## src/rtl/savestate_sequencer_if.sv

```systemverilog
// rtl/savestate_sequencer_if.sv - save state bus between core sequencer (master) and controller (slave)
interface savestate_sequencer_if;
    logic        ss_save;
    logic        ss_load;
    logic        ss_busy;
    logic        ss_req;
    logic        ss_rnw;
    logic [25:0] ss_addr;
    logic [7:0]  ss_be;
    logic [63:0] ss_dout;
    logic [63:0] ss_din;
    logic        ss_ack;

    modport master (
        input  ss_save, ss_load, ss_din, ss_ack,
        output ss_busy, ss_req, ss_rnw, ss_addr, ss_be, ss_dout
    );

    modport slave (
        output ss_save, ss_load, ss_din, ss_ack,
        input  ss_busy, ss_req, ss_rnw, ss_addr, ss_be, ss_dout
    );
endinterface

```

## src/rtl/savestate_sequencer.sv

```systemverilog
// rtl/savestate_sequencer.sv - walks core state words over the save state bus for save and load
module savestate_sequencer #(
    parameter int unsigned WORD_COUNT   = 64,
    parameter logic [25:0] BASE_ADDR    = 26'h0,
    parameter logic [31:0] MAGIC        = 32'h4E45_5353,
    parameter int unsigned READ_LATENCY = 1,
    parameter int unsigned ACK_TIMEOUT  = 4096
) (
    input  logic                  clk_mem_85_9,
    input  logic                  reset,
    savestate_sequencer_if.master ss,
    output logic                  core_pause,
    output logic [15:0]           state_addr,
    output logic                  state_rd,
    input  logic [63:0]           state_rd_data,
    output logic                  state_wr,
    output logic [63:0]           state_wr_data,
    output logic                  load_err
);

    localparam logic [63:0] HEADER   = {MAGIC, 32'(WORD_COUNT)};
    localparam logic [16:0] LAST_IDX = 17'(WORD_COUNT);
    localparam logic [1:0]  LAT      = 2'(READ_LATENCY);

    typedef enum logic [3:0] {
        IDLE, SAVE_HDR, SAVE_FETCH, SAVE_REQ, WAIT_ACK,
        ACK_LOW, LOAD_REQ, LOAD_CHECK, LOAD_WRITE, FINISH
    } state_t;

    state_t      state_q, state_d;
    logic        save_q, load_q;
    logic [16:0] idx_q;
    logic [1:0]  lat_q;
    logic [31:0] to_q;
    logic [25:0] addr_q;
    logic [63:0] dout_q, din_q;
    logic        rnw_q, err_q;
    logic [15:0] sa_q;

    logic save_edge, load_edge;
    logic accept, advance, capture, set_err, latch;
    logic req_c, rd_c, wr_c;

    assign save_edge = ss.ss_save & ~save_q;
    assign load_edge = ss.ss_load & ~load_q;

    always_comb begin
        state_d = state_q;
        accept  = 1'b0;
        advance = 1'b0;
        capture = 1'b0;
        set_err = 1'b0;
        latch   = 1'b0;
        req_c   = 1'b0;
        rd_c    = 1'b0;
        wr_c    = 1'b0;
        case (state_q)
            IDLE: begin
                if (load_edge || save_edge) begin
                    accept  = 1'b1;
                    state_d = load_edge ? LOAD_REQ : SAVE_HDR;
                end
            end
            SAVE_HDR: state_d = SAVE_REQ;
            SAVE_FETCH: begin
                rd_c = (lat_q == 2'd0);
                if (lat_q == LAT) begin
                    latch   = 1'b1;
                    state_d = SAVE_REQ;
                end
            end
            SAVE_REQ: begin
                req_c   = 1'b1;
                state_d = WAIT_ACK;
            end
            WAIT_ACK: begin
                if (ss.ss_ack) begin
                    capture = 1'b1;
                    state_d = ACK_LOW;
                end else if (to_q >= ACK_TIMEOUT) begin
                    set_err = 1'b1;
                    state_d = FINISH;
                end
            end
            ACK_LOW: begin
                // hold off the next request until the controller drops ack
                if (!ss.ss_ack) begin
                    advance = 1'b1;
                    if (!rnw_q)
                        state_d = (idx_q == LAST_IDX) ? FINISH : SAVE_FETCH;
                    else
                        state_d = (idx_q == 17'd0) ? LOAD_CHECK : LOAD_WRITE;
                end
            end
            LOAD_REQ: begin
                req_c   = 1'b1;
                state_d = WAIT_ACK;
            end
            LOAD_CHECK: begin
                if (din_q != HEADER) begin
                    set_err = 1'b1;
                    state_d = FINISH;
                end else begin
                    state_d = LOAD_REQ;
                end
            end
            LOAD_WRITE: begin
                wr_c    = 1'b1;
                state_d = (idx_q > LAST_IDX) ? FINISH : LOAD_REQ;
            end
            FINISH:  state_d = IDLE;
            default: state_d = IDLE;
        endcase
    end

    always_ff @(posedge clk_mem_85_9) begin
        if (reset) begin
            state_q <= IDLE;
            // edge registers follow the input so a held trigger cannot fire on release
            save_q  <= ss.ss_save;
            load_q  <= ss.ss_load;
            idx_q   <= '0;
            lat_q   <= '0;
            to_q    <= '0;
            addr_q  <= '0;
            dout_q  <= '0;
            din_q   <= '0;
            rnw_q   <= 1'b1;
            err_q   <= 1'b0;
            sa_q    <= '0;
        end else begin
            state_q <= state_d;
            save_q  <= ss.ss_save;
            load_q  <= ss.ss_load;
            if (accept) begin
                idx_q  <= '0;
                addr_q <= BASE_ADDR;
                sa_q   <= '0;
                rnw_q  <= load_edge;
                err_q  <= 1'b0;
                lat_q  <= '0;
            end
            if (state_q == SAVE_HDR)
                dout_q <= HEADER;
            if (state_q == SAVE_FETCH) begin
                if (latch) begin
                    dout_q <= state_rd_data;
                    lat_q  <= '0;
                end else begin
                    lat_q <= lat_q + 2'd1;
                end
            end
            if (req_c)
                to_q <= 32'd1;
            else if (state_q == WAIT_ACK)
                to_q <= to_q + 32'd1;
            if (capture)
                din_q <= ss.ss_din;
            if (advance) begin
                idx_q  <= idx_q + 17'd1;
                addr_q <= addr_q + 26'd8;
                // save: index of the next word to fetch; load: index of the word just read
                if (!rnw_q)
                    sa_q <= idx_q[15:0];
                else if (idx_q != 17'd0)
                    sa_q <= idx_q[15:0] - 16'd1;
            end
            if (set_err)
                err_q <= 1'b1;
        end
    end

    assign ss.ss_busy    = (state_q != IDLE) && (state_q != FINISH);
    assign ss.ss_req     = req_c;
    assign ss.ss_rnw     = rnw_q;
    assign ss.ss_addr    = addr_q;
    assign ss.ss_be      = 8'hFF;
    assign ss.ss_dout    = dout_q;
    assign core_pause    = ss.ss_busy;
    assign state_addr    = sa_q;
    assign state_rd      = rd_c;
    assign state_wr      = wr_c;
    assign state_wr_data = din_q;
    assign load_err      = err_q;

endmodule

```

## src/flat_wrapper.sv

```systemverilog
// flat-port wrapper written by rule: the top's interface ports become plain ports
module savestate_sequencer_flat 
#(
    parameter int unsigned WORD_COUNT   = 64,
    parameter logic [25:0] BASE_ADDR    = 26'h0,
    parameter logic [31:0] MAGIC        = 32'h4E45_5353,
    parameter int unsigned READ_LATENCY = 1,
    parameter int unsigned ACK_TIMEOUT  = 4096
)
  (clk_mem_85_9, reset, core_pause, state_addr, state_rd, state_rd_data, state_wr, state_wr_data, load_err, ss_ss_save, ss_ss_load, ss_ss_din, ss_ss_ack, ss_ss_busy, ss_ss_req, ss_ss_rnw, ss_ss_addr, ss_ss_be, ss_ss_dout);
  savestate_sequencer_if ss_i ();
  input  logic clk_mem_85_9;
  input  logic reset;
  output logic core_pause;
  output logic [15:0] state_addr;
  output logic state_rd;
  input  logic [63:0] state_rd_data;
  output logic state_wr;
  output logic [63:0] state_wr_data;
  output logic load_err;
  input wire logic [$bits(ss_i.ss_save)-1:0] ss_ss_save;
  input wire logic [$bits(ss_i.ss_load)-1:0] ss_ss_load;
  input wire logic [$bits(ss_i.ss_din)-1:0] ss_ss_din;
  input wire logic [$bits(ss_i.ss_ack)-1:0] ss_ss_ack;
  output wire logic [$bits(ss_i.ss_busy)-1:0] ss_ss_busy;
  output wire logic [$bits(ss_i.ss_req)-1:0] ss_ss_req;
  output wire logic [$bits(ss_i.ss_rnw)-1:0] ss_ss_rnw;
  output wire logic [$bits(ss_i.ss_addr)-1:0] ss_ss_addr;
  output wire logic [$bits(ss_i.ss_be)-1:0] ss_ss_be;
  output wire logic [$bits(ss_i.ss_dout)-1:0] ss_ss_dout;
  assign ss_i.ss_save = ss_ss_save;
  assign ss_i.ss_load = ss_ss_load;
  assign ss_i.ss_din = ss_ss_din;
  assign ss_i.ss_ack = ss_ss_ack;
  assign ss_ss_busy = ss_i.ss_busy;
  assign ss_ss_req = ss_i.ss_req;
  assign ss_ss_rnw = ss_i.ss_rnw;
  assign ss_ss_addr = ss_i.ss_addr;
  assign ss_ss_be = ss_i.ss_be;
  assign ss_ss_dout = ss_i.ss_dout;
  savestate_sequencer #(.WORD_COUNT(WORD_COUNT), .BASE_ADDR(BASE_ADDR), .MAGIC(MAGIC), .READ_LATENCY(READ_LATENCY), .ACK_TIMEOUT(ACK_TIMEOUT)) u_core (.clk_mem_85_9(clk_mem_85_9), .reset(reset), .ss(ss_i), .core_pause(core_pause), .state_addr(state_addr), .state_rd(state_rd), .state_rd_data(state_rd_data), .state_wr(state_wr), .state_wr_data(state_wr_data), .load_err(load_err));
endmodule
```

## config.mk

```make
export PLATFORM = sky130hd
export DESIGN_NAME = savestate_sequencer_flat
export DESIGN_NICKNAME = d
export VERILOG_FILES = /design/src/rtl/savestate_sequencer_if.sv /design/src/rtl/savestate_sequencer.sv /design/src/flat_wrapper.sv
export SDC_FILE = /design/constraint.sdc
export NUM_CORES = 1
export LEC_CHECK = 0
export ABC_CLOCK_PERIOD_IN_PS = 3460
export CAP_MARGIN = 10
export CORE_MARGIN = 2
export CORE_UTILIZATION = 46
export DETAILED_ROUTE_END_ITERATION = 8
export PLACE_DENSITY = 0.8
export SLEW_MARGIN = 20
export SYNTH_ARGS = -nofsm -noshare
export SYNTH_HDL_FRONTEND = slang
export SYNTH_SLANG_ARGS = --single-unit
```

## constraint.sdc

```tcl
create_clock -name clk_mem_85_9 -period 3.46 [get_ports clk_mem_85_9]
set_input_delay 0.692 -clock clk_mem_85_9 [delete_from_list [all_inputs] [get_ports clk_mem_85_9]]
set_output_delay 0.692 -clock clk_mem_85_9 [all_outputs]
set_load 0.05 [all_outputs]
```

==> reports/qor.yml, run 1 <==
status: "finished clean"
end_kind: "primary output"
r2r_start: "u_core.idx_q[0]$_SDFFE_PP0P_"
r2r_end: "u_core.state_addr[10]$_SDFF_PP0_"
cts_resized: 0
holdBufCountCts: 0
synth_seq_area_share_pct: 46.6
fin_skew_ns: 0.00991
wl_per_cell_um: 18.0
hold_end: "u_core.state_addr[1]$_SDFF_PP0_"
worstRegToRegCells: 7
die_width_um: 149
tns_ns: 0
synth-xor-area-share_pct: 3.97
dpl_cell_area_um2: 12900
syn_avg_cell_area_um2: 8.35
tightest_slew_ns: 1.04
hold_path.class: "reg2reg"
yosys_warnings: 0
synth_top_family_by_area: "simple AND/OR/NAND/NOR gates"
die_area_um2: 22300
fin_area_um2: 13800
core_area_um2: 20900
port_buffers: 306
detailedPlace.worstSlack_ns: 0.603
crit_required_ns: 2.77
worstHoldStart: "u_core.state_addr[1]$_SDFF_PP0_"
antenna_left: 0
worst_ir_drop_vdd_v: 0.000381
setup_violations: 0
synth_edf_count: 0
stdcell_count: 1718
layout.nets: 1561
gp_congestion: 0.877
p_total_mw: 7.95
rows: 53
hold_depth: 2
arrival_ns: 2.44
via_per_inst: 5.57
layout_min_cycle_time_ns: 3.13
grt_pass1_wl_um: 47300
yosys.area_share.simple_pct: 24.7
synth_compound_area_share_pct: 17.9
drc: 0
worst_setup_path_start_kind: "register"
final_common_cell: "clkdlybuf4s50_1"
worstPathMaxFanout: 17
syn-instance-count: 1163
leakagePower_nw: 4.68
rsz0062_at_grt: "false"
final_layout_size_suffix_gt1_share_pct: 6.46
n_fill_cell: 1706
hold_viol_final: 0
clock_latency_ns: 0.52
clk_path_buf_depth: 3
synth_cell_type_count: 69
dp_hpwl_um: 21600
synth_adder_area_share_pct: 0.773
clkTransAtPathRegs_ns: 0.06
most-common-layout-cells: "clkdlybuf4s50_1, dfxtp_1, nand2_1, a21oi_1, nor2_1"
root_buffer: "clkbuf_16"
relSlewSlack_pct: 30.4
initial_core_util_pct: 46.5
post_cts_buffers: 0
ys.flop_type: "dfxtp_1"
grt_pass1_vias: 8883
firstDrtPassIters: 5
grt.total_usage_pct: 26.3
synth_seq_cells: 226
io_pins: 318
seq_area_um2: 4520
worst_slack_ns: 0.327
die_y_um: 149
drtIter0Drc: 698
multiInputGateArea_um2: 4710
syn_area_um2: 9720
ctsHtreeMaxLevel: 1
dp.cells: 1669
cap_violations: 0
cts_num_sinks: 226
grt_overflow: 0
rrSetupSlack_ns: 0.72
min_period_over_period_pct: 90.6
grt_max_degree: 99
antenna_found_initial: 3
cellPowerDensity_nw_per_um2: 578
max_freq_mhz: 319
synthArstFlopShare_pct: 0
cts_tree: "yes"
cts_made_buffers: 26
slew_viol_final: 0
critPathKind: "reg2out"
muxShareOfSynthArea_pct: 0.451
syn_to_final_growth_pct: 41.6
routed_wl_um: 30900
vias: 9567
## state kept, by name, indices dropped and copies added, names as in the netlist
signal                cells
u_core.state_addr        16
u_core.load_q             1
u_core.state_wr_data     64
u_core.lat_q              2
u_core.idx_q             17
u_core.state_q            4
u_core.ss.ss_addr        23
u_core.ss.ss_rnw          1
u_core.save_q             1
u_core.ss.ss_dout        64
u_core.to_q              32
u_core.load_err           1
## through the flow
step	utilization (%)	hold WS, ns
4_1_cts	65.8	0.465
6_report	65.9	0.464
5_1_grt	65.9	0.489
3_5_place_dp	61.6	0.458
3_3_place_gp	61.6	0.452
2_1_floorplan	-	0.458
## worst max-delay path, cell delays in order (launching register included)
cell	delay, ns
dfxtp_1	0.70
xor2_1	0.12
or3_1	0.38
clkdlybuf4s50_1	0.72
## Yosys cell counts (10+ instances only)
master | number | area share (%)
nor3_1 | 21 | 1.1
xor2_1 | 11 | 0.99
or3_1 | 20 | 1.3
nand3_1 | 41 | 2.1
or4_1 | 10 | 0.77
nand4_1 | 19 | 1.2
clkbuf_1 | 80 | 3.1
xnor2_1 | 33 | 3.0
o221a_2 | 16 | 1.9
nor2_1 | 103 | 4.0
a21oi_1 | 114 | 5.9
buf_4 | 12 | 0.93
inv_1 | 21 | 0.81
o21ai_0 | 25 | 1.3
nor4_1 | 35 | 2.3
nand2_1 | 183 | 7.1
and4_1 | 10 | 0.90
a22oi_1 | 49 | 3.8
dfxtp_1 | 226 | 47
## worst max-delay path by stage
stage	from	end	slack (ns)	cells after the start
after floorplan	u_core.state_q[1]$_SDFFE_PP0P_	state_rd	0.72	4
after global placement	ss_ss_ack	u_core.state_addr[9]$_SDFF_PP0_	0.65	6
after detailed placement	ss_ss_ack	u_core.state_addr[8]$_SDFF_PP0_	0.60	6
after CTS	u_core.state_q[3]$_SDFFE_PP0P_	core_pause	0.32	3
after global routing	u_core.state_q[0]$_SDFFE_PP0P_	ss_ss_req	0.20	4
final	u_core.state_q[3]$_SDFFE_PP0P_	core_pause	0.33	3
## metal layers
metal | part of all wire, % | global-route usage [%]
met1 | 41 | 33.3
met2 | 48 | 43.0
met3 | 7.1 | 6.67
met4 | 3.6 | 10.0
met5 | 0 | 0
## area by class of cell
type	count	area share [%]
diodes	3	0.0546
clock buffers	37	5.55
clock inverters	9	0.900
inverters	22	0.600
multi-input cells	822	34.2
flip-flops and latches	226	32.9
well taps	275	2.50
repair buffers	324	23.3
## kinds of logic (layout without fill, tap and decap cells)
kind of cell / Yosys count / in the layout
flip-flops: 226 / 226
other: 2 / 14
buffers and inverters: 124 / 392
XOR/XNOR: 44 / 44
multiplexers: 4 / 4
AND/OR/NAND/NOR: 492 / 492
AO/OA/AOI/OAI: 265 / 265
adder cells (fa/ha/maj): 6 / 6
## power by group
| group | total (mW) | leakage, nW | internal (mW) | switching, mW |
|---|---|---|---|---|
| logic | 2.17 | 2.42 | 0.756 | 1.41 |
| clock network | 2.83 | 0.441 | 1.75 | 1.08 |
| registers | 2.95 | 1.82 | 2.77 | 0.178 |
Note: power is estimated with default switching activity, not from simulation.
==> run 2, diff against run 1 <==
--- a/config.mk
+++ b/config.mk
@@ -7,11 +7,14 @@
 export LEC_CHECK = 0
 export ABC_CLOCK_PERIOD_IN_PS = 3460
 export CAP_MARGIN = 10
+export CELL_PAD_IN_SITES_DETAIL_PLACEMENT = 0
+export CELL_PAD_IN_SITES_GLOBAL_PLACEMENT = 2
 export CORE_MARGIN = 2
-export CORE_UTILIZATION = 46
+export CORE_UTILIZATION = 26
 export DETAILED_ROUTE_END_ITERATION = 8
-export PLACE_DENSITY = 0.8
+export PLACE_DENSITY_LB_ADDON = 0.1
 export SLEW_MARGIN = 20
 export SYNTH_ARGS = -nofsm -noshare
 export SYNTH_HDL_FRONTEND = slang
 export SYNTH_SLANG_ARGS = --single-unit
+export TNS_END_PERCENT = 100
==> run 2 against run 1 <==
Net effect:
- first-iteration DRC count shrank 33%
- utilization shrank 27 points
- final cell count is 12% higher
- worst setup slack got worse by 0.049 ns
- clock skew is 0.0015 ns lower
- global-route usage shrank 8.4 points
- count of clock-buffer cells in the layout is 9 higher
- critical path depth is the same
- sequential cell count unchanged
- cell area is 2.6% higher
- register-to-register slack lost 0.08 ns
==> reports/qor.yml, run 2 (same netlist as run 1, synthesis figures left out) <==
post_cts_buffers: 0  # unchanged
worstPathCellList: "xor2_1 -> or3_1 -> clkdlybuf4s50_1"
core_area_um2: 36700  # +76%
cts_num_sinks: 226  # unchanged
slew_viol_final: 0  # unchanged
grt_max_degree: 163  # +65%
clock_latency_ns: 0.55  # +0.03 ns
io_pins: 318  # unchanged
fin_area_um2: 14100  # +2.6%
path_delay_family: "buffers and inverters"
grt.total_usage_pct: 17.9  # -8.4 points
vias: 9425  # -1.5%
final_common_cell: "clkdlybuf4s50_1"
grt_overflow: 0  # unchanged
arrival_ns: 2.49  # +0.05 ns
grt_pass1_vias: 9110  # +2.6%
max_freq_mhz: 314  # -1.5%
die_width_um: 197  # +32%
die_area_um2: 38900  # +75%
port_buffers: 306  # unchanged
dp_hpwl_um: 24800  # +15%
wl_per_cell_um: 18.7  # +3.9%
utilization_pct: 38.5  # -27 points
tightest_slew_ns: 0.944  # -0.0991 ns
worstPathMaxFanout: 17  # unchanged
seq_area_um2: 4520  # unchanged
rsz0062_at_grt: "false"
holdBufCountCts: 0  # unchanged
gp_congestion: 0.738  # -16%
n_fill_cell: 3734  # +120%
fin_skew_ns: 0.00845  # -0.00146 ns
cts_resized: 0  # unchanged
layout.nets: 1572  # +0.70%
hold_path.class: "in2reg"
dpl_cell_area_um2: 13200  # +2.5%
relSlewSlack_pct: 37.0  # +6.6 points
firstDrtPassIters: 4  # -1
multiInputGateArea_um2: 4710  # +0.13%
most-common-layout-cells: "clkdlybuf4s50_1, dfxtp_1, nand2_1, a21oi_1, nor2_1"
root_buffer: "clkbuf_16"
crit_required_ns: 2.77  # about the same
clkTransAtPathRegs_ns: 0.06  # about the same
worst_setup_path_start_kind: "register"
antenna_left: 0  # unchanged
syn_to_final_growth_pct: 45.2
critPathMaxStageDelay_ns: 0.73  # about the same
setup_violations: 0  # unchanged
initial_core_util_pct: 26.5  # -20 points
hold_viol_final: 0  # unchanged
end_kind: "primary output"
ctsHtreeMaxLevel: 1  # unchanged
tns_ns: 0  # unchanged
cts_tree: "yes"
clk_path_buf_depth: 3  # unchanged
antenna_found_initial: 9  # +6
via_per_inst: 4.88  # -12%
die_y_um: 197  # +32%
critPathKind: "reg2out"
grt_pass1_wl_um: 54900  # +16%
leakagePower_nw: 4.75  # +1.3%
cellPowerDensity_nw_per_um2: 570  # -1.4%
routed_wl_um: 36100  # +17%
cap_violations: 0  # unchanged
final_layout_size_suffix_gt1_share_pct: 7.28  # +0.82 points
drtIter0Drc: 469  # -33%
min_period_over_period_pct: 92.0  # +1.4 points
worstPathBufferInverterCount: 1  # unchanged
layout_min_cycle_time_ns: 3.18  # +0.0487 ns
worst_ir_drop_vdd_v: 0.000382  # +0.43%
rows: 70  # +32%
status: "finished clean"
cts_made_buffers: 29  # +12%
critical_path.slowest_cell: "clkdlybuf4s50_1"
drc: 0  # unchanged
-- run 2: cell count changes in the layout (fill, tap and decap cells not counted), moves of 2 or more --
cell	previous run	this run
clkbuf_16	27	29
clkinv_2	5	7
clkbuf_8	5	8
bufinv_16	3	0
clkbuf_1	5	9
diode_2	3	7
buf_4	19	26
-- run 2: worst paths after layout --
path | from | end | slack [ns] | cells after the start
setup / recovery | u_core.state_q[3]$_SDFFE_PP0P_ | core_pause | 0.28 | 3
hold / removal | reset | u_core.load_err$_SDFFE_PP0P_ | 0.41 | 2
setup reg to reg | u_core.idx_q[0]$_SDFFE_PP0P_ | u_core.state_addr[4]$_SDFF_PP0_ | 0.64 | 7
hold reg to reg | u_core.state_addr[10]$_SDFF_PP0_ | u_core.state_addr[10]$_SDFF_PP0_ | 0.46 | 2
-- run 2: layout make-up --
class                           count  area share (%)
Multi-Input combinational cell    822            33.4
Tap cell                          468            4.15
Clock buffer                       46            6.16
Antenna cell                        7           0.124
Inverter                           22           0.585
Clock inverter                      8           0.310
Sequential cell                   226            32.1
Timing Repair Buffer              332            23.2
-- run 2: routing by layer --
| layer | global-route usage (%) | part of all wire, % | vias up |
|---|---|---|---|
| li1 | - | - | 4674 |
| met5 | 0 | 0.10 | - |
| met3 | 7.60 | 9.4 | 46 |
| met4 | 4.82 | 2.2 | 6 |
| met1 | 22.5 | 44 | 4463 |
| met2 | 28.0 | 45 | 236 |
-- run 2: where the power goes --
group | total [mW] | internal (mW) | switching, mW
Combinational | 2.21 | 0.767 | 1.44
Sequential | 2.95 | 2.77 | 0.172
Clock | 2.89 | 1.71 | 1.18
-- run 2: worst register-to-register path, cell delays in order, from the launching register on --
cell     delay (ns)
dfxtp_1        0.38
inv_1          0.11
ha_1           0.17
or4b_2         0.61
or4_4          0.50
o31ai_4        0.65
nand3_1        0.17
a21oi_1        0.16
-- run 2: per-stage QoR --
step | setup slack [ns] | total power, mW | instances | hold slack, ns
2_1_floorplan | 0.719 | 4.40 | 1172 | 0.458
5_1_grt | 0.164 | 8.41 | 1926 | 0.417
4_1_cts | 0.216 | 8.18 | 1924 | 0.392
6_report | 0.278 | 8.04 | 1931 | 0.414
3_5_place_dp | 0.599 | 5.23 | 1870 | 0.460
3_3_place_gp | 0.444 | 5.25 | 1870 | 0.452
